[src/rtl/core_pkg.sv]
// Shared constants, opcodes and FSM encoding for the
// instruction sequencer and its byte serializer.
package core_pkg;

  localparam int C_OPW = 4;
  localparam int C_DW  = 16;
  localparam int C_BW  = 8;

  localparam logic [3:0] OP_NOP  = 4'h0;
  localparam logic [3:0] OP_LDA  = 4'h1;
  localparam logic [3:0] OP_LDB  = 4'h2;
  localparam logic [3:0] OP_ADD  = 4'h3;
  localparam logic [3:0] OP_SUB  = 4'h4;
  localparam logic [3:0] OP_AND  = 4'h5;
  localparam logic [3:0] OP_OR   = 4'h6;
  localparam logic [3:0] OP_XOR  = 4'h7;
  localparam logic [3:0] OP_PASS = 4'h8;
  localparam logic [3:0] OP_OUT  = 4'hF;

  typedef enum logic [2:0] {
    S_IDLE,
    S_DISPATCH,
    S_WB,
    S_OUT_HI,
    S_OUT_LO
  } state_t;

  function automatic logic is_alu_op(
    input logic [3:0] op
  );
    return (op >= OP_ADD) && (op <= OP_PASS);
  endfunction

  function automatic logic is_legal(
    input logic [3:0] op
  );
    return (op <= OP_PASS) || (op == OP_OUT);
  endfunction

endpackage

[src/rtl/core_sequencer_if.sv]
// Instruction-in and byte-out valid/ready
// handshakes of the sequencer.
interface core_sequencer_if
  import core_pkg::*;
#(
  parameter int OPW = C_OPW,
  parameter int DW  = C_DW,
  parameter int BW  = C_BW
);

  logic                instr_valid;
  logic                instr_ready;
  logic [OPW+DW-1:0]   instr_data;
  logic [BW-1:0]       out_data;
  logic                out_valid;
  logic                out_ready;

  modport master (
    output instr_valid,
    output instr_data,
    output out_ready,
    input  instr_ready,
    input  out_data,
    input  out_valid
  );

  modport slave (
    input  instr_valid,
    input  instr_data,
    input  out_ready,
    output instr_ready,
    output out_data,
    output out_valid
  );

endinterface

[src/rtl/byte_serializer.sv]
// Captures a word on start and emits it as two
// bytes, high first, over a valid/ready port.
module byte_serializer
  import core_pkg::*;
#(
  parameter int DW = C_DW,
  parameter int BW = C_BW
) (
  input  logic          clk,
  input  logic          rst,
  input  logic          start,
  input  logic [DW-1:0] data_in,
  output logic [BW-1:0] out_data,
  output logic          out_valid,
  input  logic          out_ready,
  output logic          done
);

  logic [DW-1:0] shadow;
  logic          hi;
  logic          lo;

  always_ff @(posedge clk) begin
    if (rst) begin
      shadow <= '0;
      hi     <= 1'b0;
      lo     <= 1'b0;
    end else if (start) begin
      shadow <= data_in;
      hi     <= 1'b1;
      lo     <= 1'b0;
    end else if (hi && out_ready) begin
      hi <= 1'b0;
      lo <= 1'b1;
    end else if (lo && out_ready) begin
      lo <= 1'b0;
    end
  end

  always_comb begin
    out_data = '0;
    if (hi)
      out_data = shadow[DW-1:BW];
    else if (lo)
      out_data = shadow[BW-1:0];
  end

  assign out_valid = hi | lo;
  assign done      = lo & out_ready;

endmodule

[src/rtl/core_sequencer.sv]
// Instruction sequencer: decodes opcodes into
// register strobes, ALU op and byte output.
module core_sequencer
  import core_pkg::*;
#(
  parameter int OPW = C_OPW,
  parameter int DW  = C_DW,
  parameter int BW  = C_BW
) (
  input  logic           clk,
  input  logic           rst,
  core_sequencer_if.slave bus,
  output logic [DW-1:0]  operand_out,
  output logic [OPW-1:0] alu_op,
  output logic           load_a,
  output logic           load_b,
  output logic           load_c,
  input  logic [DW-1:0]  reg_c_in,
  output logic           busy,
  output logic           illegal_op,
  output logic [15:0]    op_count
);

  state_t state;
  state_t state_n;
  logic   start;
  logic   done;
  logic   cnt_inc;

  byte_serializer #(
    .DW(DW),
    .BW(BW)
  ) u_ser (
    .clk      (clk),
    .rst      (rst),
    .start    (start),
    .data_in  (reg_c_in),
    .out_data (bus.out_data),
    .out_valid(bus.out_valid),
    .out_ready(bus.out_ready),
    .done     (done)
  );

  assign bus.instr_ready = (state == S_IDLE);
  assign busy            = (state != S_IDLE);

  always_ff @(posedge clk) begin
    if (rst) begin
      state       <= S_IDLE;
      alu_op      <= '0;
      operand_out <= '0;
      op_count    <= '0;
    end else begin
      state <= state_n;
      if (state == S_IDLE && bus.instr_valid) begin
        alu_op      <= bus.instr_data[OPW+DW-1:DW];
        operand_out <= bus.instr_data[DW-1:0];
      end
      if (cnt_inc)
        op_count <= op_count + 16'd1;
    end
  end

  always_comb begin
    state_n    = state;
    load_a     = 1'b0;
    load_b     = 1'b0;
    load_c     = 1'b0;
    illegal_op = 1'b0;
    start      = 1'b0;
    cnt_inc    = 1'b0;
    unique case (state)
      S_IDLE: begin
        if (bus.instr_valid)
          state_n = S_DISPATCH;
      end
      S_DISPATCH: begin
        state_n = S_IDLE;
        unique case (1'b1)
          (alu_op == OP_NOP): cnt_inc = 1'b1;
          (alu_op == OP_LDA): begin
            load_a  = 1'b1;
            cnt_inc = 1'b1;
          end
          (alu_op == OP_LDB): begin
            load_b  = 1'b1;
            cnt_inc = 1'b1;
          end
          is_alu_op(alu_op): state_n = S_WB;
          (alu_op == OP_OUT): begin
            start   = 1'b1;
            state_n = S_OUT_HI;
          end
          default: illegal_op = 1'b1;
        endcase
      end
      S_WB: begin
        load_c  = 1'b1;
        cnt_inc = 1'b1;
        state_n = S_IDLE;
      end
      S_OUT_HI: begin
        if (bus.out_ready)
          state_n = S_OUT_LO;
      end
      S_OUT_LO: begin
        if (done) begin
          cnt_inc = 1'b1;
          state_n = S_IDLE;
        end
      end
      default: state_n = S_IDLE;
    endcase
  end

endmodule

[src/flat_wrapper.sv]
// flat-port wrapper written by rule: the top's interface ports become plain ports
module core_sequencer_flat import core_pkg::*;
#(
  parameter int OPW = C_OPW,
  parameter int DW  = C_DW,
  parameter int BW  = C_BW
)
  (clk, rst, operand_out, alu_op, load_a, load_b, load_c, reg_c_in, busy, illegal_op, op_count, bus_instr_valid, bus_instr_data, bus_out_ready, bus_instr_ready, bus_out_data, bus_out_valid);
  core_sequencer_if #(.OPW(OPW), .DW(DW), .BW(BW)) bus_i ();
  input  logic clk;
  input  logic rst;
  output logic [DW-1:0] operand_out;
  output logic [OPW-1:0] alu_op;
  output logic load_a;
  output logic load_b;
  output logic load_c;
  input  logic [DW-1:0] reg_c_in;
  output logic busy;
  output logic illegal_op;
  output logic [15:0] op_count;
  input wire logic [$bits(bus_i.instr_valid)-1:0] bus_instr_valid;
  input wire logic [$bits(bus_i.instr_data)-1:0] bus_instr_data;
  input wire logic [$bits(bus_i.out_ready)-1:0] bus_out_ready;
  output wire logic [$bits(bus_i.instr_ready)-1:0] bus_instr_ready;
  output wire logic [$bits(bus_i.out_data)-1:0] bus_out_data;
  output wire logic [$bits(bus_i.out_valid)-1:0] bus_out_valid;
  assign bus_i.instr_valid = bus_instr_valid;
  assign bus_i.instr_data = bus_instr_data;
  assign bus_i.out_ready = bus_out_ready;
  assign bus_instr_ready = bus_i.instr_ready;
  assign bus_out_data = bus_i.out_data;
  assign bus_out_valid = bus_i.out_valid;
  core_sequencer #(.OPW(OPW), .DW(DW), .BW(BW)) u_core (.clk(clk), .rst(rst), .bus(bus_i), .operand_out(operand_out), .alu_op(alu_op), .load_a(load_a), .load_b(load_b), .load_c(load_c), .reg_c_in(reg_c_in), .busy(busy), .illegal_op(illegal_op), .op_count(op_count));
endmodule
[config.mk]
export PLATFORM = sky130hd
export DESIGN_NAME = core_sequencer_flat
export DESIGN_NICKNAME = d
export VERILOG_FILES = /design/src/rtl/core_pkg.sv /design/src/rtl/core_sequencer_if.sv /design/src/rtl/byte_serializer.sv /design/src/rtl/core_sequencer.sv /design/src/flat_wrapper.sv
export SDC_FILE = /design/constraint.sdc
export NUM_CORES = 1
export LEC_CHECK = 0
export CORE_AREA = 2 2 101 64
export CTS_BUF_LIST = sky130_fd_sc_hd__clkbuf_4
export DETAILED_ROUTE_END_ITERATION = 8
export DIE_AREA = 0 0 103 66
export PLACE_DENSITY = 0.81
export RECOVER_POWER = 25
export SYNTH_ARGS = -nofsm -noshare
export SYNTH_HDL_FRONTEND = slang
export SYNTH_SLANG_ARGS = --single-unit
[constraint.sdc]
create_clock -name clk -period 1.8 [get_ports clk]
set_input_delay 0.27 -clock clk [delete_from_list [all_inputs] [get_ports clk]]
set_output_delay 0.27 -clock clk [all_outputs]
set_load 0.01 [all_outputs]
# Word level (Yosys, flattened, before mapping)
# Cells that the tools add are included.
[op_classes] bitwise=2 order_cmp=2 reduce_logical=13 n_eq_ne=10 mux=23 n_addsub=1
[op_table] op="$add 16x1->16 const B" count=1
[op_table] op="$mux 8" count=2
[op_table] op="$mux 1" count=15
[op_table] op="$pmux 3 s4" count=1
[op_table] op="$mux 3" count=3
[op_table] op="$eq 3x2->1 const B" count=2
[op_table] op="$reduce_or 5->1" count=1
[op_table] op="$eq 4x1->1 const B" count=1
[op_table] op="$eq 4x2->1 const B" count=1
[op_table] op="$eq 4x4->1 const B" count=1
[op_table] op="$ge 4x2->1 const B" count=1
[op_table] op="$le 4x4->1 const B" count=1
[op_table] op="$logic_and 1x1->1" count=4
[op_table] op="$logic_not 4->1" count=1
[op_table] op="$ne 2x2->1 const B" count=2
[op_table] op="$pmux 2 s2" count=1
[op_table] op="$reduce_bool 2->1" count=2
[op_table] op="$eq 3x1->1 const B" count=1
[op_table] op="$eq 3x3->1 const B" count=1
[op_table] op="$logic_not 3->1" count=1
[op_table] op="$pmux 1 s3" count=1
[op_table] op="$reduce_and 3->1" count=1
[op_table] op="$reduce_bool 3->1" count=1
[op_table] op="$reduce_or 3->1" count=1
[op_table] op="other kinds (4)" count=4
[word_totals] register_bits=57 input_bits=40

# Logic depth before layout (Yosys ltp)
# Gate-level depths: netlist of the first run.
[depth] depth_word=5 depth_mapped=7 ltp_nobuf=5

# Modules after synthesis
# From an unflattened synthesis of the first run, not the netlist that was laid out.
[unflattened] cells_unflattened=289 area_unflattened_um2=2498.6
[by_module_without_submodules] mod="core_sequencer" area_per_inst_um2=1735.4 cells_each=214 instances=1 seq_area_each_um2=780.7
[by_module_without_submodules] mod="byte_serializer" area_per_inst_um2=763.2 cells_each=75 instances=1 seq_area_each_um2=360.3

# Worst setup path after synthesis of the first run
# OpenSTA, ideal clock, no wires.
[synth_path] kind="reg2reg" from="reg u_core.op_count[4]" to="reg u_core.op_count[14]" period_less_slack_ps=1602 setup_time_ps=121 path_stages_with_launch=6 t_arrival_ps=1481 n_path_buf=1 path_slack_ps=198 path_cell_list="dfxtp_1 and4_1 clkbuf_1 nand4_1 a211oi_1 mux2_2"
[synth_between] elab_chain_cells=1
[synth_rtl] item="start, declared" line="core_sequencer.sv:21" rtl="output logic [15:0] op_count"
[synth_rtl] item="start signal, assigned" line="core_sequencer.sv:60" rtl="op_count <= op_count + 16'd1;"
[synth_rtl] item="$add 16x1->16" line="core_sequencer.sv:60"
# No other way between the ends.
# A chain may end at the register's enable or synchronous reset.

# Final worst setup path of the first run
[layout_path] from="reg u_core.state[1]" to="reg u_core.op_count[15]"
[layout_between] elab_chain_cells=2 elab_cells_between_ends=4 cone_classes="eq/ne (3); mux (1)"
[layout_rtl] item="start, declared" line="core_sequencer.sv:24" rtl="state_t state;"
[layout_rtl] item="start signal, assigned" line="core_sequencer.sv:54" rtl="state <= state_n;"
[layout_rtl] item="$eq 3x3->1, or another cell as far along" line="core_sequencer.sv:72" rtl="unique case (state)"
[layout_rtl] item="$pmux 1 s3 (*)" line="core_sequencer.sv:72"
# Mark *: on every way between the ends. The rest lies on a longest branch, timed or not.

==> impl_metrics.toml, run 1 <==
[sta]
fin_crit_sh_pct = 96.7
setup_viol = 0
fin_tns_setup_ns = 0
clock.fmax_ghz = 0.575
fin_skew_ns = 0.0124
slew-limit-headroom_pct = 61.2
drv_slew = 0
hold_violations = 0
worst_pin_slew_ns = 0.582
period_minus_slack_ns = 1.74
rsz0062_at_grt = "yes"

[critical_path]
arrival_ns = 2.02
worstPathCellList = "buf_4 -> and4b_2 -> o211ai_4 -> a211oi_4 -> mux2_4"
reg2reg_slack_ns = 0.06
critPathBufInv = 1
crit_type = "reg -> reg"
rr_worst_depth = 5
path_max_fanout = 6
cp_data_required_time_ns = 2.08
cp-end-kind = "flop"
start_kind = "flop"
max_stage_delay_ns = 0.38
r2r-end = "u_core.op_count[15]"
cpMaxStageDelayCell = "dfxtp_4"
cp_top_family = "compound AO/OA/AOI/OAI gates"
timing.rr.start = "u_core.state[1]"

[cts]
clk_root_buffer_cell = "clkbuf_4"
htree_levels = 3
cts_tree = "done"
clk_path_buf_depth = 2
insertion_delay_ns = 0.39
clock_sink_count = 57
cts_hold_buf = 0
clkSlewWorstSetupHoldPaths_ns = 0.09
cts-buffers-inserted = 9

[grt]
track_usage_pct = 23.1
grt_overflow = 0
grt_max_degree = 34
grt_pass1_wl_um = 12000
grt_pass1_vias = 2560
antenna_found_initial = 0

[logic_synthesis]
synthCells = 335
yosysSeqAreaShare_pct = 42.6
netlist.area_leader.share_pct = 42.6
synth_flop_cell = "dfxtp_1"
yosysTopAreaCell = "dfxtp_1"
ys_ff_latch = 57
synth_edf_count = 0
synth_fp_nets = 376
synth-async-reset-ratio_pct = 0
syn_area_um2 = 2680
yosysWarningCount = 0
syn_area_per_cell_um2 = 8.00
ys_top_cells_by_area = "dfxtp_1, nand2_1, a21oi_1"
yosysUniqueCellTypes = 47

[power]
power_frac_comb_pct = 15.3
p_int_mw = 2.08
p_seq_share_pct = 47.9
power_density_nw_per_um2 = 693
cellLeakagePower_nw = 1.50
switching_share_pct = 24.4
p_switching_mw = 0.672
pwr-share-clk_pct = 36.8
vdd_drop_max_uv = 584

[status]
status = "completed"

[route]
wl_um = 7440
drt_first_pass_iters = 4
num_vias = 2686
post_drt_wl_per_cell_um = 14.1
viasPerCell = 5.09
drtAntennaViolNets = 0
drc_errors = 0
drt_iter0_drc = 113

[worst_hold_path]
holdPathStages = 2
min_from = "rst"
min_to = "u_core.state[2]"
hold_class = "in -> reg"

[floorplanning]
die_x_um = 103
fp.coreArea_um2 = 5890
die_y_um = 66
io_pins = 91
rows = 22
dieArea_um2 = 6800
initial_core_util_pct = 45.5

[placement]
dp_hpwl_um = 5260
gp_congestion = 0.778
port_buffers = 90
place_area_um2 = 3760

[job]
drv_cap = 0

[layout]
fillCellCount = 527
fin_nets = 481
diodes = 0
final_cell_area_um2 = 3980
area_growth_pct = 48.5
drive_gt1_share_pct = 19.6
==> flip-flops by register name (all words and copies together), names as in the netlist <==
signal               flops
u_core.alu_op            4
u_core.u_ser.shadow     16
u_core.state             3
u_core.op_count         16
u_core.operand_out      16
u_core.u_ser.lo          1
u_core.u_ser.hi          1
==> how the worst max path moves through the flow <==
stage                            start             endpoint  slack (ns)  cells past startpoint
floorplan           u_core.op_count[4]  u_core.op_count[14]        0.20                      5
global placement         bus_out_ready  u_core.op_count[14]       -0.12                      5
detailed placement       bus_out_ready  u_core.op_count[15]       -0.19                      5
CTS                    u_core.state[2]               load_b        0.03                      4
global route           u_core.state[1]               load_b       -0.03                      4
finish                 u_core.state[1]  u_core.op_count[15]        0.06                      5
==> worst reg2reg max path: stages (launching register included) <==
cell      delay, ns
dfxtp_4        0.38
buf_4          0.14
and4b_2        0.38
o211ai_4       0.15
a211oi_4       0.26
mux2_4         0.33
==> routing by layer <==
metal	up-vias	share of wire [%]	GRT usage, %
li1	1349	-	-
met1	1243	48	31.8
met2	86	43	33.0
met3	8	7.3	8.67
met4	0	1.2	7.73
met5	-	0	0
==> synth_stat cells (all sizes together) (2+ instances only) <==
master	count
nand2	94
dfxtp	57
a21oi	49
nor2	16
clkbuf	15
nor2b	15
mux2	13
o21ai	12
nand3	8
buf	7
a211oi	5
nor3	5
and3	4
and4b	4
nand4	4
a21boi	3
nand2b	3
nor3b	3
and4	2
or3	2
==> what timing repair did <==
action / CTS / global route
pin swaps: 1 / 6
setup buffers: 2 / 2
resized for setup: 36 / 22
endpoints found under the setup margin: 16 / 13
==> placed cells by master (no fill, tap or decap), types with 3 or more instances in the layout <==
cell and count:
clkinv_1 3, nor2_1 16, buf_2 4, and4b_1 3, nand4_1 4, dfxtp_2 6, clkdlybuf4s50_1 74, clkbuf_4 10
nand3_1 6, nor2b_1 15, nand2b_1 3, dfxtp_1 48, a21oi_1 49, and3_1 4, clkdlybuf4s15_1 4, dfxtp_4 3
nor3_1 3, buf_4 23, dlygate4sd2_1 6, o21ai_0 10, nand2_1 92, mux2_2 12
==> cell type report <==
type	count	area [µm²]	area share, %
Clock inverter	5	71.3	1.79
Tap cell	84	105	2.64
Inverter	1	3.75	0.0943
Timing Repair Buffer	116	1090	27.3
Clock buffer	10	75.1	1.89
Sequential cell	57	1160	29.1
Multi-Input combinational cell	255	1480	37.1
==> logic make-up after synthesis <==
logic type | share of synthesized area (%)
AND/OR/NAND/NOR | 29.1
AO/OA/AOI/OAI | 17.5
flip-flops | 42.6
buffers and inverters | 4.53
multiplexers | 5.84
adder cells (fa/ha/maj) | 0.467
==> power groups by stage <==
stage          registers [mW]  clock network, mW  logic (mW)
6_report                 1.32               1.01       0.421
5_1_grt                  1.33               1.10       0.461
3_3_place_gp             1.35                  0       0.396
3_5_place_dp             1.35                  0       0.405
4_1_cts                  1.32               1.03       0.413
2_1_floorplan            1.37                  0       0.152
==> per-stage QoR <==
step | cells | power (mW) | utilization (%) | hold WS (ns) | worst slack, ns
3_5_place_dp | 509 | 1.76 | 63.8 | 0.445 | -0.187
6_report | 528 | 2.76 | 67.6 | 0.359 | 0.0598
2_1_floorplan | 335 | 1.52 | - | 0.406 | 0.198
4_1_cts | 526 | 2.77 | 66.5 | 0.330 | 0.0319
5_1_grt | 528 | 2.88 | 67.6 | 0.372 | -0.0288
3_3_place_gp | 509 | 1.75 | 63.8 | 0.441 | -0.119
Note: power is estimated with default switching activity, not from simulation.
==> inputs of run 2 (changes only) <==
- CORE_AREA: 2 2 101 64 -> 2 2 99 63
- DIE_AREA: 0 0 103 66 -> 0 0 101 65
- PLACE_DENSITY: 0.81 -> 0.9
- SYNTH_HIERARCHICAL: default -> 1
==> run 2 against run 1 <==
  * The run now ends with setup timing left
  * Clock power about the same
  * Die area fell by 3.4%
  * Flip-flop and latch count unchanged
  * Global-route usage shrank 1.8 points
  * Total power grew 5.1%
  * First-iteration DRC count grew 7.1%
  * Worst setup slack got worse by 0.29 ns
  * Register-to-register slack got worse by 0.22 ns
  * Critical path depth shrank 1
  * Clock skew fell by 0.00077 ns
  * Critical path type is now reg -> out
  * Critical endpoint is now load_a
  * Largest cell class unchanged
  * Highest routed layer unchanged
==> impl_metrics.toml, run 2 <==
[layout]
final_cell_mix = "clkdlybuf4s50_1, nand2_1, dfxtp_1, a21oi_1, buf_4"
multi_input_area_um2 = 1360
diodes = 0
fin_nets = 447
area_growth_pct = 60.9
seqCellArea_um2 = 1150
largestRegisters = "u_core/op_count (16), u_core/operand_out (16), u_core/u_ser/shadow (16)"
drive_gt1_share_pct = 24.4
final_util_pct = 69.6
final_common_cell = "clkdlybuf4s50_1"
fillCellCount = 451

[logic_synthesis]
synth_fp_nets = 330
yosysSeqAreaShare_pct = 45.7
yosysTopAreaCell = "dfxtp_1"
synthCells = 289
yosysUniqueCellTypes = 40
ys_top_cells_by_area = "dfxtp_1, nand2_1, mux2i_1"
synth-async-reset-ratio_pct = 0
ys_ff_latch = 57
syn_area_um2 = 2500
yosysMostFrequentCell = "dfxtp_1"
syn_area_per_cell_um2 = 8.65
synthTopCellsByCount = "dfxtp_1, nand2_1, a21oi_1"
netlist.area_leader.share_pct = 45.7
synth_flop_cell = "dfxtp_1"
yosysWarningCount = 6
synth_edf_count = 0

[placement]
port_buffers = 90
dp_hpwl_um = 4730
gp_congestion = 0.773

[grt]
grt_pass1_vias = 2452
grt_pass1_wl_um = 11000
grt_max_degree = 29
track_usage_pct = 21.2
grt_overflow = 0
antenna_found_initial = 0

[power]
p_int_mw = 2.18
vdd_drop_max_uv = 437
switching_share_pct = 24.6
cellLeakagePower_nw = 1.49
total_power_mw = 2.90
power_frac_comb_pct = 19.7
p_seq_share_pct = 46.1
power_density_nw_per_um2 = 720
pwr-share-clk_pct = 34.2
p_switching_mw = 0.714

[floorplanning]
die_y_um = 65
dieArea_um2 = 6570
rows = 22
die_x_um = 101
initial_core_util_pct = 43.2
io_pins = 91
fp.coreArea_um2 = 5780

[route]
post_drt_wl_per_cell_um = 16.1
num_vias = 2650
drtAntennaViolNets = 0
viasPerCell = 5.50
wl_um = 7750
drt_first_pass_iters = 5
drc_errors = 0
drt_iter0_drc = 121

[critical_path]
cp_common_cell = "or3_4"
critPathBufInv = 1
crit_type = "reg -> out"
path_max_fanout = 2
cp-end-kind = "output port"
cpMaxStageDelayCell = "or3_4"
cp_top_family = "simple AND/OR/NAND/NOR gates"
start_kind = "flop"
cp_data_required_time_ns = 1.53
rr_worst_depth = 9
crit_cells = 4
reg2reg_slack_ns = -0.16
arrival_ns = 1.76
worstPathCellList = "or3_4 -> or3_4 -> nor3b_2 -> buf_2"
max_stage_delay_ns = 0.38

[sta]
slew-limit-headroom_pct = 54.6
drv_slew = 0
fin_skew_ns = 0.0116
rsz0062_at_grt = "yes"
worst_pin_slew_ns = 0.681
worst_slack_ns = -0.227
clock.fmax_ghz = 0.493
setup_viol = 20
hold_violations = 0
fin_crit_sh_pct = 113
period_minus_slack_ns = 2.03

[status]
violations = "setup timing"
status = "finished with violations"

[cts]
insertion_delay_ns = 0.38
clk_path_buf_depth = 2
clock_sink_count = 57
clk_root_buffer_cell = "clkbuf_4"
clkSlewWorstSetupHoldPaths_ns = 0.09
cts-buffers-inserted = 9
cts_tree = "done"
htree_levels = 3

[job]
drv_cap = 0

[worst_hold_path]
holdPathStages = 2
hold_class = "in -> reg"
run 2: what timing repair did:
item                       4_1_cts  5_1_grt
setup endpoints to repair       15       23
hold buffers                     0        0
pin swaps                        1       27
buffers inserted                 3        6
gates resized for setup         36       48
gates cloned                     0        3
run 2: power by group through the flow:
stage	sequential, mW	clock, mW	combinational, mW
final	1.33	0.990	0.571
after global routing	1.34	1.08	0.603
after CTS	1.33	1.01	0.482
after detailed placement	1.36	0	0.475
after global placement	1.36	0	0.464
after floorplan	1.37	0	0.177
run 2: worst register-to-register path: cells and delay by family, from the launching register on:
kind	cells	cell delay, ns
compound gates	1	0.36
buf+inv	5	0.61
flops	1	0.34
mux	1	0.22
simple gates	2	0.31
run 2: worst paths after layout:
kind                                            start                      end
worst min register to register  u_core/operand_out[1]    u_core/operand_out[1]
worst max register to register        u_core/state[1]       u_core/op_count[1]
worst min-delay path                              rst  u_core/u_ser/shadow[12]
worst max-delay path                  u_core/state[1]                   load_a
run 2: cell type report:
cell class | count | area share [%]
repair buffers | 127 | 31.2
flip-flops and latches | 57 | 28.6
clock inverters | 5 | 1.77
multi-input cells | 207 | 33.9
well taps | 72 | 2.24
clock buffers | 10 | 1.87
inverters | 4 | 0.373
run 2: cells by family after synthesis:
| logic type | count (synthesis) | synth area share (%) |
|---|---|---|
| flops | 57 | 45.7 |
| xor+xnor | 1 | 0.351 |
| buf+inv | 25 | 5.76 |
| compound gates | 63 | 15.3 |
| simple gates | 124 | 25.2 |
| fa+ha+maj | 1 | 0.501 |
| mux | 18 | 7.21 |
run 2: metrics by stage:
step           std cells  instance area (µm²)  TNS, ns  worst slack [ns]  hold slack, ns
2_1_floorplan        289                 2500        0            0.0391           0.406
3_3_place_gp         455                 3600    -3.23            -0.241           0.441
3_5_place_dp         455                 3600    -4.20            -0.294           0.448
4_1_cts              473                 3770   -0.469            -0.223           0.354
5_1_grt              482                 4020    -2.84            -0.330           0.394
6_report             482                 4020    -1.85            -0.227           0.402
run 2: layer usage:
metal | vias to the layer above | track usage (%) | part of all wire (%)
met5 | - | 0 | 0
met4 | 0 | 5.74 | 0.74
met3 | 6 | 9.49 | 7.5
met2 | 95 | 34.8 | 49
met1 | 1296 | 25.4 | 43
li1 | 1253 | - | -
==> RTL change (settings of run 2) <==
Reset style: asynchronous (`rst`), changed in 2 clocked blocks.
--- a/src/rtl/byte_serializer.sv
+++ b/src/rtl/byte_serializer.sv
@@ -21,5 +21,5 @@
   logic          lo;
 
-  always_ff @(posedge clk) begin
+  always_ff @(posedge clk or posedge rst) begin
     if (rst) begin
       shadow <= '0;
--- a/src/rtl/core_sequencer.sv
+++ b/src/rtl/core_sequencer.sv
@@ -45,5 +45,5 @@
   assign busy            = (state != S_IDLE);
 
-  always_ff @(posedge clk) begin
+  always_ff @(posedge clk or posedge rst) begin
     if (rst) begin
       state       <= S_IDLE;
Check against the original RTL: differs if rst is asserted again (counterexample within 4 cycles, from zero or initial values and one cycle with rst high); with rst held inactive, the same outputs for 10 cycles.
==> RTL change against run 2 <==
  * The flow still finishes with violations (setup timing)
  * Sequential cell count unchanged
  * Critical path depth unchanged
  * Worst hold slack lost 0.13 ns
  * Fmax is 3.3% higher
  * Global-route usage shrank 0.88 points
  * Cell area is 5.1% lower
  * Utilization fell by 3.5 points
  * Wire length decreased by 20%
  * Die area is the same
  * Setup slack gained 0.065 ns
  * Area after synthesis increased by 3.5%
  * Highest routed layer unchanged
Power is not compared: it rests on default switching activity, and its combinational part moved more than twofold at a synthesized area within 25%.
==> RTL change: results (changes against run 2) <==
Logic synthesis
  – Mapped Nets: 234 (-29%)
  – Sequential share of the synthesized area: 55.15% (+9.5 points)
  – Synth unique cells: 41 (+2.5%)
  – Post-Synth Adder-Cell Area: 0.4838% (-0.017 points)
  – Post-Synth XOR/XNOR Area: 5.080% (+4.7 points)
  – Ys async rst share: 100.0% (+100 points)
  – Top-count cell post-synth: dfrtp_1
  – Synthesized area per cell: 13.40 um2 (+55%)
  – Compound-Gate Fraction of Synth Area: 5.467% (-9.8 points)

Timing
  – # setup viols final: 6 (-70%)
  – Final setup margin: -0.1622 ns (+0.06521 ns)
  – Setup TNS: -0.3796 ns (+1.466 ns)
  – Least-Margin Pin Slew: 0.9536 ns (+0.2726 ns)
  – Clock skew: 0.01167 ns (+0.00006620 ns)

GRT
  – First-pass GRT wire length: 10,070 um (-8.5%)
  – Total track usage: 20.36% (-0.88 points)
  – Largest net degree at the start of global routing: 40 (+38%)

Final layout
  – Fillers: 466 (+3.3%)
  – Share of layout cells above drive strength 1: 26.92% (+2.5 points)
  – Final instance count without filler cells: 384 (-20%)
  – Fin nets: 349 (-22%)

Place
  – Routability cong.: 0.8082 (+4.5%)
  – HPWL Detailed: 4568 um (-3.5%)

Drt
  – Total detailed-routing wirelength: 6235 um (-20%)

Worst setup path
  – Crit path DAT: 1.69 ns (-0.07 ns)
  – RR Startpoint: u_core/state[0]
  – CP startpoint: u_core/state[2]
  – Flop-to-flop setup slack: -0.02 ns (+0.14 ns)

Outcome
  – Outcome: complete, but fails checks
  – Failing checks: setup timing

Min path
  – Worst Hold Class: in2async
-- RTL change: changes by cell type after synthesis, sizes merged, moves of 6 or more --
cell           run 2  this run
dfrtp              0        57
nand4              5        12
or3                8         1
clkbuf             9         1
dfxtp             57         0
nand2             51         3
mux2               0        37
o21ai              9         0
a21oi             35         1
nor2              21         5
o31ai              7         0
mux2i             18         1
xnor2              0        14
or4                7         1
-- RTL change: layer usage --
metal | share of wire [%] | vias up | global-route usage [%]
met1 | 45 | 1003 | 26.59
met5 | 0 | - | 0
li1 | - | 934 | -
met3 | 5.6 | 4 | 7.228
met2 | 48 | 63 | 32.08
met4 | 0.67 | 0 | 6.081
-- RTL change: through the flow --
step | hold slack (ns) | setup WS [ns] | power, mW | cell area (um2)
final | 0.2747 | -0.1622 | 5.256 | 3817
after global routing | 0.2548 | -0.2442 | 5.589 | 3817
after CTS | 0.1068 | -0.1872 | 5.286 | 3830
after detailed placement | 0.4769 | -0.2488 | 4.382 | 3661
after global placement | 0.4628 | -0.1831 | 4.293 | 3661
after floorplan | 0.2086 | 0.1450 | 3.165 | 2586
-- RTL change: final cells by class --
class / count / area [um2] / share of cell area (%)
Clock buffer: 9 / 67.56 / 1.770
Clock inverter: 6 / 50.05 / 1.311
Timing Repair Buffer: 113 / 1036 / 27.14
Tap cell: 72 / 90.09 / 2.360
Sequential cell: 57 / 1426 / 37.36
Multi-Input combinational cell: 121 / 1125 / 29.47
Inverter: 6 / 22.52 / 0.5900
-- RTL change: critical path, stage by stage (launching register included) --
cell and delay, ns:
dfrtp_1 0.40, nand2b_4 0.15, or4_4 0.45, nor3b_2 0.16
buf_2 0.16
-- RTL change: timing repair --
action                                  in CTS  in global routing
buffers inserted                             3                  1
endpoints found under the setup margin      15                 33
gates resized for setup                     46                 12
pin swaps                                    0                  3
endpoints found under the hold margin        0                  0
